## src/rtl/mem_wbuf_pkg.sv

```systemverilog
// Shared types for the MEM-stage posted-write buffer.
// Entry layout and FSM encoding used by the top and the entry array.
package mem_wbuf_pkg;

  typedef enum logic [1:0] {
    IDLE,
    DRAIN,
    READ,
    RESP
  } state_t;

  localparam int DEF_DEPTH  = 4;
  localparam int DEF_ADDR_W = 32;
  localparam int DEF_DATA_W = 32;
  localparam int WORD_ADDR_W = DEF_ADDR_W - 2;

  typedef struct packed {
    logic [WORD_ADDR_W-1:0] word_addr;
    logic [DEF_DATA_W-1:0]  data;
  } entry_t;

endpackage

```

## src/rtl/wbuf_entry_array.sv

```systemverilog
// Circular store FIFO with a parallel youngest-match lookup
// used to forward pending store data to loads.
module wbuf_entry_array
  import mem_wbuf_pkg::*;
#(
  parameter int DEPTH = DEF_DEPTH,
  parameter int AW    = WORD_ADDR_W,
  parameter int DW    = DEF_DATA_W,
  localparam int PTR_W = $clog2(DEPTH),
  localparam int CNT_W = PTR_W + 1
) (
  input  logic             clk,
  input  logic             rst,
  input  logic             push,
  input  logic             pop,
  input  logic [AW-1:0]    push_addr,
  input  logic [DW-1:0]    push_data,
  input  logic [AW-1:0]    lookup_addr,
  output logic [AW-1:0]    head_addr,
  output logic [DW-1:0]    head_data,
  output logic [CNT_W-1:0] count,
  output logic             full,
  output logic             empty,
  output logic             hit,
  output logic [DW-1:0]    hit_data
);

  typedef struct packed {
    logic [AW-1:0] word_addr;
    logic [DW-1:0] data;
  } slot_t;

  slot_t            mem [DEPTH];
  logic [PTR_W-1:0] head;
  logic [PTR_W-1:0] tail;
  logic [PTR_W-1:0] idx;

  always_ff @(posedge clk or negedge rst) begin
    if (!rst) begin
      head  <= '0;
      tail  <= '0;
      count <= '0;
    end else begin
      if (push)
        tail <= tail + 1'b1;
      if (pop)
        head <= head + 1'b1;
      if (push && !pop)
        count <= count + 1'b1;
      else if (pop && !push)
        count <= count - 1'b1;
    end
  end

  always_ff @(posedge clk) begin
    if (push)
      mem[tail] <= '{word_addr: push_addr,
                     data:      push_data};
  end

  assign head_addr = mem[head].word_addr;
  assign head_data = mem[head].data;
  assign full      = (count == CNT_W'(DEPTH));
  assign empty     = (count == '0);

  // Walk oldest to youngest so the last match wins.
  always_comb begin
    hit      = 1'b0;
    hit_data = '0;
    idx      = '0;
    for (int i = 0; i < DEPTH; i++) begin
      idx = head + PTR_W'(i);
      if (CNT_W'(i) < count &&
          mem[idx].word_addr == lookup_addr) begin
        hit      = 1'b1;
        hit_data = mem[idx].data;
      end
    end
  end

endmodule

```

## src/rtl/mem_write_buffer.sv

```systemverilog
// Posted-write buffer between MEM stage and SRAM controller:
// stores drain in background, loads forward or bypass the drain.
module mem_write_buffer
  import mem_wbuf_pkg::*;
#(
  parameter int DEPTH  = DEF_DEPTH,
  parameter int ADDR_W = DEF_ADDR_W,
  parameter int DATA_W = DEF_DATA_W
) (
  input  logic              clk,
  input  logic              rst,
  input  logic              wr_en,
  input  logic              rd_en,
  input  logic [ADDR_W-1:0] address,
  input  logic [DATA_W-1:0] write_data,
  output logic [DATA_W-1:0] read_data,
  output logic              ready,
  output logic              buffer_empty,
  output logic              sram_wr_en,
  output logic              sram_rd_en,
  output logic [ADDR_W-1:0] sram_address,
  output logic [DATA_W-1:0] sram_write_data,
  input  logic [DATA_W-1:0] sram_read_data,
  input  logic              sram_ready
);

  localparam int WAW   = ADDR_W - 2;
  localparam int CNT_W = $clog2(DEPTH) + 1;

  state_t             state;
  state_t             state_n;
  logic [WAW-1:0]     word_addr;
  logic [WAW-1:0]     head_addr;
  logic [DATA_W-1:0]  head_data;
  logic [DATA_W-1:0]  hit_data;
  logic [DATA_W-1:0]  read_q;
  logic [DATA_W-1:0]  rdata_n;
  logic [DATA_W-1:0]  data_n;
  logic [ADDR_W-1:0]  addr_n;
  logic [CNT_W-1:0]   count;
  logic               wr_n;
  logic               rd_n;
  logic               full;
  logic               empty;
  logic               hit;
  logic               miss;
  logic               push;
  logic               pop;
  logic               unused;

  assign word_addr = address[ADDR_W-1:2];
  assign unused    = ^{address[1:0], count};

  assign miss = rd_en & ~hit;
  assign push = wr_en & ~rd_en & ~full;

  wbuf_entry_array #(
    .DEPTH (DEPTH),
    .AW    (WAW),
    .DW    (DATA_W)
  ) u_array (
    .clk         (clk),
    .rst         (rst),
    .push        (push),
    .pop         (pop),
    .push_addr   (word_addr),
    .push_data   (write_data),
    .lookup_addr (word_addr),
    .head_addr   (head_addr),
    .head_data   (head_data),
    .count       (count),
    .full        (full),
    .empty       (empty),
    .hit         (hit),
    .hit_data    (hit_data)
  );

  // Loads take precedence when both requests are raised.
  always_comb begin
    ready = 1'b1;
    if (rd_en)
      ready = hit | (state == RESP);
    else if (wr_en)
      ready = ~full;
  end

  assign read_data    = (rd_en && hit) ? hit_data : read_q;
  assign buffer_empty = empty && (state == IDLE);

  always_ff @(posedge clk or negedge rst) begin
    if (!rst) begin
      state           <= IDLE;
      sram_wr_en      <= 1'b0;
      sram_rd_en      <= 1'b0;
      sram_address    <= '0;
      sram_write_data <= '0;
      read_q          <= '0;
    end else begin
      state           <= state_n;
      sram_wr_en      <= wr_n;
      sram_rd_en      <= rd_n;
      sram_address    <= addr_n;
      sram_write_data <= data_n;
      read_q          <= rdata_n;
    end
  end

  // A waiting miss is checked before the next drain starts.
  always_comb begin
    state_n = state;
    wr_n    = sram_wr_en;
    rd_n    = sram_rd_en;
    addr_n  = sram_address;
    data_n  = sram_write_data;
    rdata_n = read_q;
    pop     = 1'b0;
    unique case (state)
      IDLE: begin
        if (miss) begin
          state_n = READ;
          rd_n    = 1'b1;
          addr_n  = {word_addr, 2'b00};
        end else if (!empty) begin
          state_n = DRAIN;
          wr_n    = 1'b1;
          addr_n  = {head_addr, 2'b00};
          data_n  = head_data;
        end
      end
      DRAIN: begin
        if (sram_ready) begin
          state_n = IDLE;
          wr_n    = 1'b0;
          pop     = 1'b1;
        end
      end
      READ: begin
        if (sram_ready) begin
          state_n = RESP;
          rd_n    = 1'b0;
          rdata_n = sram_read_data;
        end
      end
      RESP: state_n = IDLE;
      default: state_n = IDLE;
    endcase
  end

endmodule

```

## config.mk

```make
export PLATFORM = sky130hd
export DESIGN_NAME = mem_write_buffer
export DESIGN_NICKNAME = d
export VERILOG_FILES = /design/src/rtl/mem_wbuf_pkg.sv /design/src/rtl/wbuf_entry_array.sv /design/src/rtl/mem_write_buffer.sv
export SDC_FILE = /design/constraint.sdc
export NUM_CORES = 1
export LEC_CHECK = 0
export ABC_AREA = 1
export CAP_MARGIN = 40
export CORE_MARGIN = 2
export CORE_UTILIZATION = 30
export DETAILED_ROUTE_END_ITERATION = 10
export PLACE_DENSITY_LB_ADDON = 0.15
export SYNTH_ARGS = -nofsm -noshare
export SYNTH_HDL_FRONTEND = slang
export SYNTH_SLANG_ARGS = --single-unit
export TNS_END_PERCENT = 30
```

## constraint.sdc

```tcl
create_clock -name clk -period 11.2 [get_ports clk]
set_input_delay 1.68 -clock clk [delete_from_list [all_inputs] [get_ports clk]]
set_output_delay 1.68 -clock clk [all_outputs]
set_load 0.05 [all_outputs]
```

* Word-level counts from Yosys, hierarchy flattened
Memories as Yosys holds them, arrays and structs flattened.
Index checks and enable logic that the tools add are counted.
** Storage, ports and cells
- Logic and storage cells :: 95
- Input port bits :: 101
- Memory bits (writable) :: 248
- Memories kept :: 1
- Flip-flop bits (word level) :: 107
- Output and inout port bits :: 100
** Operators by class
- Magnitude comparators :: 4
- Eq/ne operators :: 15
- Add/sub/neg operators :: 6
- Muxes and demuxes :: 30
- Reduce and logical (&&, ||, !) cells :: 21
- Bitwise gates (word level) :: 9
** Memory list
- u_array.mem :: depth 4, width 62, read ports 4, clocked after memory_dff 0, write ports 1, line wbuf_entry_array.sv:33 : slot_t mem [DEPTH];
** Operators by type and width (count)
- 32-bit two-way mux :: 7
- 30-bit equality test :: 4
- 1-bit two-way mux :: 14
- 2-bit inequality test, second input constant :: 5
- 3-bit AND reduction :: 3
- 1-bit logical AND :: 8
- 2-bit two-way mux :: 4
- 2-bit case mux with 4 select lines :: 1
- 1-bit by 3-bit < comparator with 1-bit output, first input constant :: 2
- 2-bit by 3-bit < comparator with 1-bit output, first input constant :: 2
- 3-bit two-way mux :: 2
- 2-bit nonzero test :: 3
- 1-bit NOT :: 5
- 2-bit by 1-bit adder with 2-bit output, second input constant :: 2
- 2-bit adder, second input constant :: 2
- 2-bit equality test, second input constant :: 2
- 1-bit case mux with 2 select lines :: 2
- 2-bit AND reduction :: 2
- 4-bit AND reduction :: 1
- 3-bit by 1-bit adder with 3-bit output, second input constant :: 1
- 1-bit AND :: 3
- 3-bit equality test, second input constant :: 1
- 3-bit logical NOT :: 1
- 3-bit inequality test, second input constant :: 1
- 6 further kinds :: 7

* Longest topological paths before layout
Gate-level depths: netlist of run 1.
An unclocked memory read counts as a cell.
- Depth after elaboration :: 11
- Depth in mapped cells :: 23
- Mapped depth without buffers :: 18

* Hierarchy
From an unflattened synthesis of run 1, not the netlist that was laid out.
** Unflattened totals
- Cells, all modules :: 3132
- Area total of the unflattened synthesis :: 22141.2 um2
** Modules (own cells, without submodules)
- wbuf_entry_array :: sequential area each 7622.3 um2, area each 17486.8 um2, instances 1, cells an instance 2564
- mem_write_buffer :: sequential area each 2452.4 um2, area each 4654.5 um2, instances 1, cells an instance 568

* Least setup slack after synthesis of run 1
OpenSTA, ideal clock, no wires.
- Path type :: input to output
- Start :: input port address[2]
- End :: output port ready
- Arrival :: 3704 ps
- Slack :: 5816 ps
- Data required time :: 9520 ps
- Buffers on the path :: 2
- Cell stages on the path :: 14
- Cells stage by stage :: clkbuf_1 inv_1 nand3_1 nand2_1 nor2_1 nand2_1 nor2_1 nand2_1 nor2_2 nor2_4 nand3_4 buf_2 a21oi_1 nor2_1
** On the way
- Longest elaborated chain between the ends :: 8
- Elaborated cells between the ends (all ways) :: 14
- Classes of those cells :: eq/ne: 4; mux: 5; bitwise: 1; reduce/logical: 4
** Ends and longest elaborated chain
- from (decl) :: line mem_write_buffer.sv:14 : input logic [ADDR_W-1:0] address,
- 30-bit equality test :: line wbuf_entry_array.sv:74 : mem[idx].word_addr == lookup_addr) begin
- 1-bit logical AND :: line wbuf_entry_array.sv:73 : if (CNT_W'(i) < count &&
- 1-bit two-way mux (3 in a row) :: line wbuf_entry_array.sv:73
- 1-bit two-way mux * :: line wbuf_entry_array.sv:73
- 1-bit bitwise OR * :: line mem_write_buffer.sv:82 : ready = hit | (state == RESP);
- 1-bit two-way mux * :: line mem_write_buffer.sv:81 : if (rd_en)
- to (decl) :: line mem_write_buffer.sv:17 : output logic ready,
Mark *: on every way between the ends. The rest lies on a longest branch, timed or not.

* Worst setup path after layout of run 1
- Start :: register u_array.head[0]
- End :: output port read_data[23]
** On the way
- Longest elaborated chain between the ends :: 9
- Elaborated cells between the ends (all ways) :: 22
- Classes of those cells :: add/sub: 3; eq/ne: 4; mux: 9; reduce/logical: 5; memory: 1
** Ends and longest elaborated chain
- from (decl) :: line wbuf_entry_array.sv:34 : logic [PTR_W-1:0] head;
- from (signal assigned) :: line wbuf_entry_array.sv:47 : head <= head + 1'b1;
- 2-bit by 1-bit adder with 2-bit output / memory read 4 x 62 bit (equally long branches)
- memory read 4 x 62 bit *
- 30-bit equality test / 1-bit logical AND (equally long branches) :: line wbuf_entry_array.sv:74, wbuf_entry_array.sv:73
- 1-bit logical AND / 1-bit two-way mux (equally long branches) :: line wbuf_entry_array.sv:73
- 1-bit two-way mux (3 in a row) :: line wbuf_entry_array.sv:73
- 1-bit logical AND :: line mem_write_buffer.sv:87 : assign read_data = (rd_en && hit) ? hit_data : read_q;
- 32-bit two-way mux * :: line mem_write_buffer.sv:87
- to (decl) :: line mem_write_buffer.sv:16 : output logic [DATA_W-1:0] read_data,
Marks and branches as above.

==> flow_summary.ini, run 1 <==
[min_path]
worst_hold_startpoint = read_q[22]
min_to = read_q[22]
hp-class = flip-flop to flip-flop
hold_depth = 2

[setup_path]
slowest_delay_ns = 0.82
path_class = flip-flop to output pin
required_ns = 9.52
end_kind = output pin
r2r_cells = 18
r2r-start = u_array.head[0]
crit_fanout = 65
cpMaxStageDelayCell = clkdlybuf4s50_1
arrival_ns = 6.49
ff2ff_setup_slack_ns = 5.72
cp-start-kind = flip-flop
critical_path.cell_chain = clkinv_2, nand2_1, nand2_4, nand2_1, nand3_1, nand2_1, nor2_1, nand2_1, nor2_1, nand2_1, nor2_4, nor2_8, nand2_1, nand2_2, buf_12, buf_4, nand2_1, nand2_1, clkdlybuf4s50_1
path_common_cell = nand2_1
worstReg2RegEnd = sram_write_data[8]

[pwr]
peakVddDrop_v = 0.0002207
power_leakage_uw = 0.01236
finalPower_uw = 7440
p_per_area_nw_per_um2 = 284.2

[yosys]
synthCells = 3078
ys.flop_type = edfxtp_1
synthArstFlopShare_pct = 29.75
yosysWarnings = 0
seq_area_frac_synth_pct = 46.06
synth-seq-cells = 353
synth-edff-count = 248
synthDistinctLibCells = 30
avgSynthCellArea_um2 = 7.106
synth_area_um2 = 21870

[drt]
dr.first_iter.drc_count = 1309
met1_length_mm = 32.48
drc = 0
vias = 19840
avgViaCountPerCell = 4.741
routed.top_layer = met5
wl_met3_mm = 4.069
route.met2.wl_mm = 35.87
ant_nets = 0
drt_pass1_iterations = 5
wl_per_cell_um = 17.88
totalWireLength_mm = 74.82

[run_status]
status = complete, no violations

[floorplan]
io_pins = 201
die-area_um2 = 75080
initial_utilization_pct = 30.13
die_x_um = 274.0
fp.dieH_um = 274.0
coreArea_um2 = 72590
fp-row-count = 99

[clock_tree]
cts_resized = 0
clkSlewWorstSetupHoldPaths_ns = 0.06
post_cts_buffers = 0
cts_made_buffers = 44
cts.hold.buffers_added = 0
cts_root_buf = clkbuf_16
worst_skew_pair.late_latency_ns = 0.60
clock-sinks = 353
cts_buffer_depth = 3
cts_tree = done
htreeDepth = 2

[finish]
drive_gt1_share_pct = 4.156
fill_cells = 7776
final_common_cell = nand2_1
final-instance-count-excl-fill = 4184
final_area_um2 = 26180
multi_input_area_um2 = 10220
post-route-util_pct = 36.07
seqCellArea_um2 = 10080
area.growth.synth_to_final_pct = 19.71
final_net_count = 3298
final_cell_mix = nand2_1, nand3_1, edfxtp_1

[grt]
grt_pass1_vias = 18630
grt_pass1_wl_mm = 112.1
antenna_found_initial = 5
grt.total_usage_pct = 19.79
grt_overflow = 0
grt_max_degree = 223

[placed_design]
hpwl_mm = 49.28
port_buffers = 196
gp_congestion = 0.8647
dpl_cell_area_um2 = 24660
placed_cells = 4101

[timing]
rsz0062_at_grt = no
fin_worst_skew_ns = 0.02749
worst_slew_margin_rel_pct = 28.46
tightestPinTransition_ns = 1.073
hold_viol_final = 0
clock.fmax_ghz = 0.1224
fin_crit_ns = 8.170
maxSlewViolCount = 0
finalCritPeriodShare_pct = 72.95
fin_tns_setup_ns = 0
finalSetupViolations = 0

[job]
drv_cap = 0
==> metal layers <==
metal	global-route usage [%]	vias to the layer above
met5	0	-
met4	6.679	8
met3	3.328	116
met2	34.34	458
met1	24.85	9161
li1	-	10090
==> where the power goes <==
group / total, uW / switching [uW] / internal [uW] / leakage (uW)
Sequential: 1900 / 202 / 1690 / 0.00355
Clock: 1500 / 599 / 898 / 0.000740
Combinational: 4050 / 2850 / 1200 / 0.00808
==> worst max path at each step <==
| stage | start | to | cells past startpoint |
|---|---|---|---|
| after floorplan | address[2] | ready | 14 |
| after global placement | u_array.head[0] | read_data[23] | 18 |
| after detailed placement | u_array.head[0] | read_data[23] | 19 |
| after CTS | u_array.head[0] | read_data[23] | 19 |
| after global routing | u_array.head[0] | read_data[29] | 19 |
| final | u_array.head[0] | read_data[23] | 19 |
==> sequential cells by signal, indices dropped and copies added (netlist names) <==
signal	count
u_array.mem	248
read_q	32
sram_write_data	32
sram_address	30
u_array.count	3
state	2
u_array.head	2
u_array.tail	2
sram_rd_en	1
sram_wr_en	1
==> cell usage after synthesis, drive strengths merged, types with 9 or more instances <==
library cell / n / area [um2]
nand2: 1506 / 5658
o21ai: 292 / 1461
nand3: 261 / 1319
edfxtp: 248 / 7447
inv: 215 / 809.5
nor2: 155 / 623.1
dfrtp: 105 / 2628
buf: 98 / 559.3
clkbuf: 71 / 266.5
mux2i: 64 / 640.6
nand4: 31 / 193.9
ha: 9 / 112.6
xor2: 9 / 78.83
==> final cells by class <==
| cell class | count | area share, % |
|---|---|---|
| diodes | 1 | 0.009557 |
| clock buffers | 55 | 4.554 |
| clock inverters | 27 | 1.262 |
| inverters | 216 | 3.121 |
| multi-input cells | 2341 | 39.04 |
| flip-flops and latches | 353 | 38.50 |
| well taps | 959 | 4.583 |
| repair buffers | 232 | 8.936 |
==> kinds of logic after synthesis <==
logic type,share of synthesized area (%)
multiplexers,2.929
AO/OA/AOI/OAI,6.876
AND/OR/NAND/NOR,35.70
flip-flops,46.06
adder cells (fa/ha/maj),0.5149
XOR/XNOR,0.4005
buffers and inverters,7.494
other,0.01715
==> worst max-delay path: cells and delay by family, from the launching register on <==
kind	cells	cell delay (ns)
buffers and inverters	4	2.02
AND/OR/NAND/NOR	15	2.93
flip-flops	1	0.81
==> per-stage QoR <==
step                      setup WS, ns  hold WS (ns)
after floorplan                  5.816        0.4422
after global placement           3.236        0.4560
after detailed placement         3.564        0.4583
after CTS                        2.907        0.4732
after global routing             2.595        0.4883
final                            3.030        0.4697
No activity file was read; power rests on OpenSTA's default activity.
==> run 2, diff against run 1 <==
==> constraint.sdc (replaced) <==
create_clock -name clk -period 6.77 [get_ports clk]
set_input_delay 1.0155 -clock clk [delete_from_list [all_inputs] [get_ports clk]]
set_output_delay 1.0155 -clock clk [all_outputs]
set_load 0.05 [all_outputs]
==> run 2 against run 1 <==
  * Routed wire length hardly changed
  * Count of clock-buffer cells in the layout is 2 higher
  * First-iteration DRC count is 12% higher
  * Setup slack worse by 2.0 ns
  * Core utilization is 0.62 points higher
  * Worst hold slack worse by 0.21 ns
  * Power is 70% higher
  * Global-route usage is 0.23 points higher
  * Combinational power is 74% higher
==> flow_summary.ini, run 2 (synthesis gave the netlist of run 1 again) <==
[timing]
worst_slew_margin_rel_pct = 36.92
hold_viol_final = 0
clock.fmax_ghz = 0.1749
maxSlewViolCount = 0
post-route-worst-setup-slack_ns = 1.052
rsz0062_at_grt = no
finalSetupViolations = 0
tightestPinTransition_ns = 0.9462
fin_crit_ns = 5.718
fin_worst_skew_ns = 0.03079
finalCritPeriodShare_pct = 84.46
fin_tns_setup_ns = 0

[drt]
avgViaCountPerCell = 4.750
totalWireLength_mm = 74.81
dr.first_iter.drc_count = 1463
drc = 0
drt_pass1_iterations = 6
vias = 19900
wl_per_cell_um = 17.86
ant_nets = 0

[pwr]
p_per_area_nw_per_um2 = 476.0
power_leakage_uw = 0.01260
peakVddDrop_v = 0.0002781

[floorplan]
die_x_um = 274.0
fp.dieH_um = 274.0
coreArea_um2 = 72590
die-area_um2 = 75080
fp-row-count = 99
initial_utilization_pct = 30.13
io_pins = 201

[setup_path]
crit_path_start = u_array.head[0]
r2r-start = u_array.head[0]
required_ns = 5.75
crit_fanout = 206
cp-start-kind = flip-flop
arrival_ns = 4.70
path_class = flip-flop to output pin
end_kind = output pin

[grt]
grt_pass1_vias = 19100
grt.total_usage_pct = 20.02
grt_max_degree = 207
antenna_found_initial = 4
grt_pass1_wl_mm = 114.6
grt_overflow = 0

[clock_tree]
cts_resized = 0
cts_made_buffers = 44
cts_tree = done
cts_buffer_depth = 3
htreeDepth = 2
clock-sinks = 353
clkSlewWorstSetupHoldPaths_ns = 0.06
post_cts_buffers = 0
worst_skew_pair.late_latency_ns = 0.60
cts_root_buf = clkbuf_16
cts.hold.buffers_added = 0

[placed_design]
dp_slack_ns = 1.274
gp_congestion = 0.8685
port_buffers = 196
hpwl_mm = 49.21

[finish]
largest_register = u_array.mem
reg_top3 = u_array.mem x248, read_q x32, sram_write_data x32
final_cell_mix = nand2_1, nand3_1, edfxtp_1
fill_cells = 7727
multi_input_area_um2 = 10220
seqCellArea_um2 = 10080
largest_reg_flops = 248
post-route-util_pct = 36.69
final_common_cell = nand2_1
drive_gt1_share_pct = 5.265
final_net_count = 3303
area.growth.synth_to_final_pct = 21.76

[job]
drv_cap = 0

[min_path]
hp-class = input port to asynchronous set/reset pin

[run_status]
status = complete, no violations
## run 2: final cells by class
class                      count  share of cell area, %
multi-input combinational   2341                  38.38
clock buffer                  57                  4.544
inverter                     216                  3.068
tap                          959                  4.506
clock inverter                25                  1.264
timing repair buffer         237                  10.37
sequential                   353                  37.85
antenna                        1               0.009397
## run 2: path summary, 6_finish.rpt
| path | to | slack (ns) | depth (start not counted) |
|---|---|---|---|
| hold reg to reg | read_q[27] | 0.47 | 2 |
| hold / removal | sram_write_data[9] | 0.26 | 1 |
| setup reg to reg | sram_write_data[4] | 2.28 | 21 |
| min in group clk | read_q[27] | 0.47 | 2 |
| max in group asynchronous | sram_address[20] | 5.27 | 3 |
| setup / recovery | read_data[11] | 1.05 | 19 |
## run 2: critical path, cell delays in order (launching register included)
cell	delay [ns]
dfrtp_4	0.45
buf_12	0.66
nand2_1	0.16
nand3_1	0.14
nand2_1	0.20
o21ai_0	0.23
nor2_1	0.06
nand2_1	0.05
nor2_1	0.07
nand2_1	0.07
nor2_2	0.06
nor2_8	0.61
nand2_1	0.14
nand2_2	0.10
buf_4	0.12
buf_16	0.27
nor2_1	0.07
nand2_1	0.19
nand2_1	0.14
buf_12	0.17
## run 2: routing by layer
layer  GRT usage (%)  vias up  part of all wire (%)
met4           5.320        6                   2.3
met1           25.81     9268                    45
met3           2.925      106                   4.7
met2           34.91      409                    48
met5               0        -                 0.055
li1                -    10110                     -
## run 2: through the flow
stage	area [um2]	std cells	hold slack [ns]	power, uW
finish	26630	4189	0.2635	12680
global route	26630	4189	0.2484	13690
CTS	26630	4188	0.2378	12800
detailed placement	25080	4106	0.4587	10230
global placement	25010	4103	0.4541	10190
floorplan	21870	3079	0.4422	7889
## run 2: power by group
group	switching [uW]	internal (uW)	total, uW
logic	4830	2230	7060
clock network	996	1530	2530
registers	290	2800	3090
total	6110	6570	12700
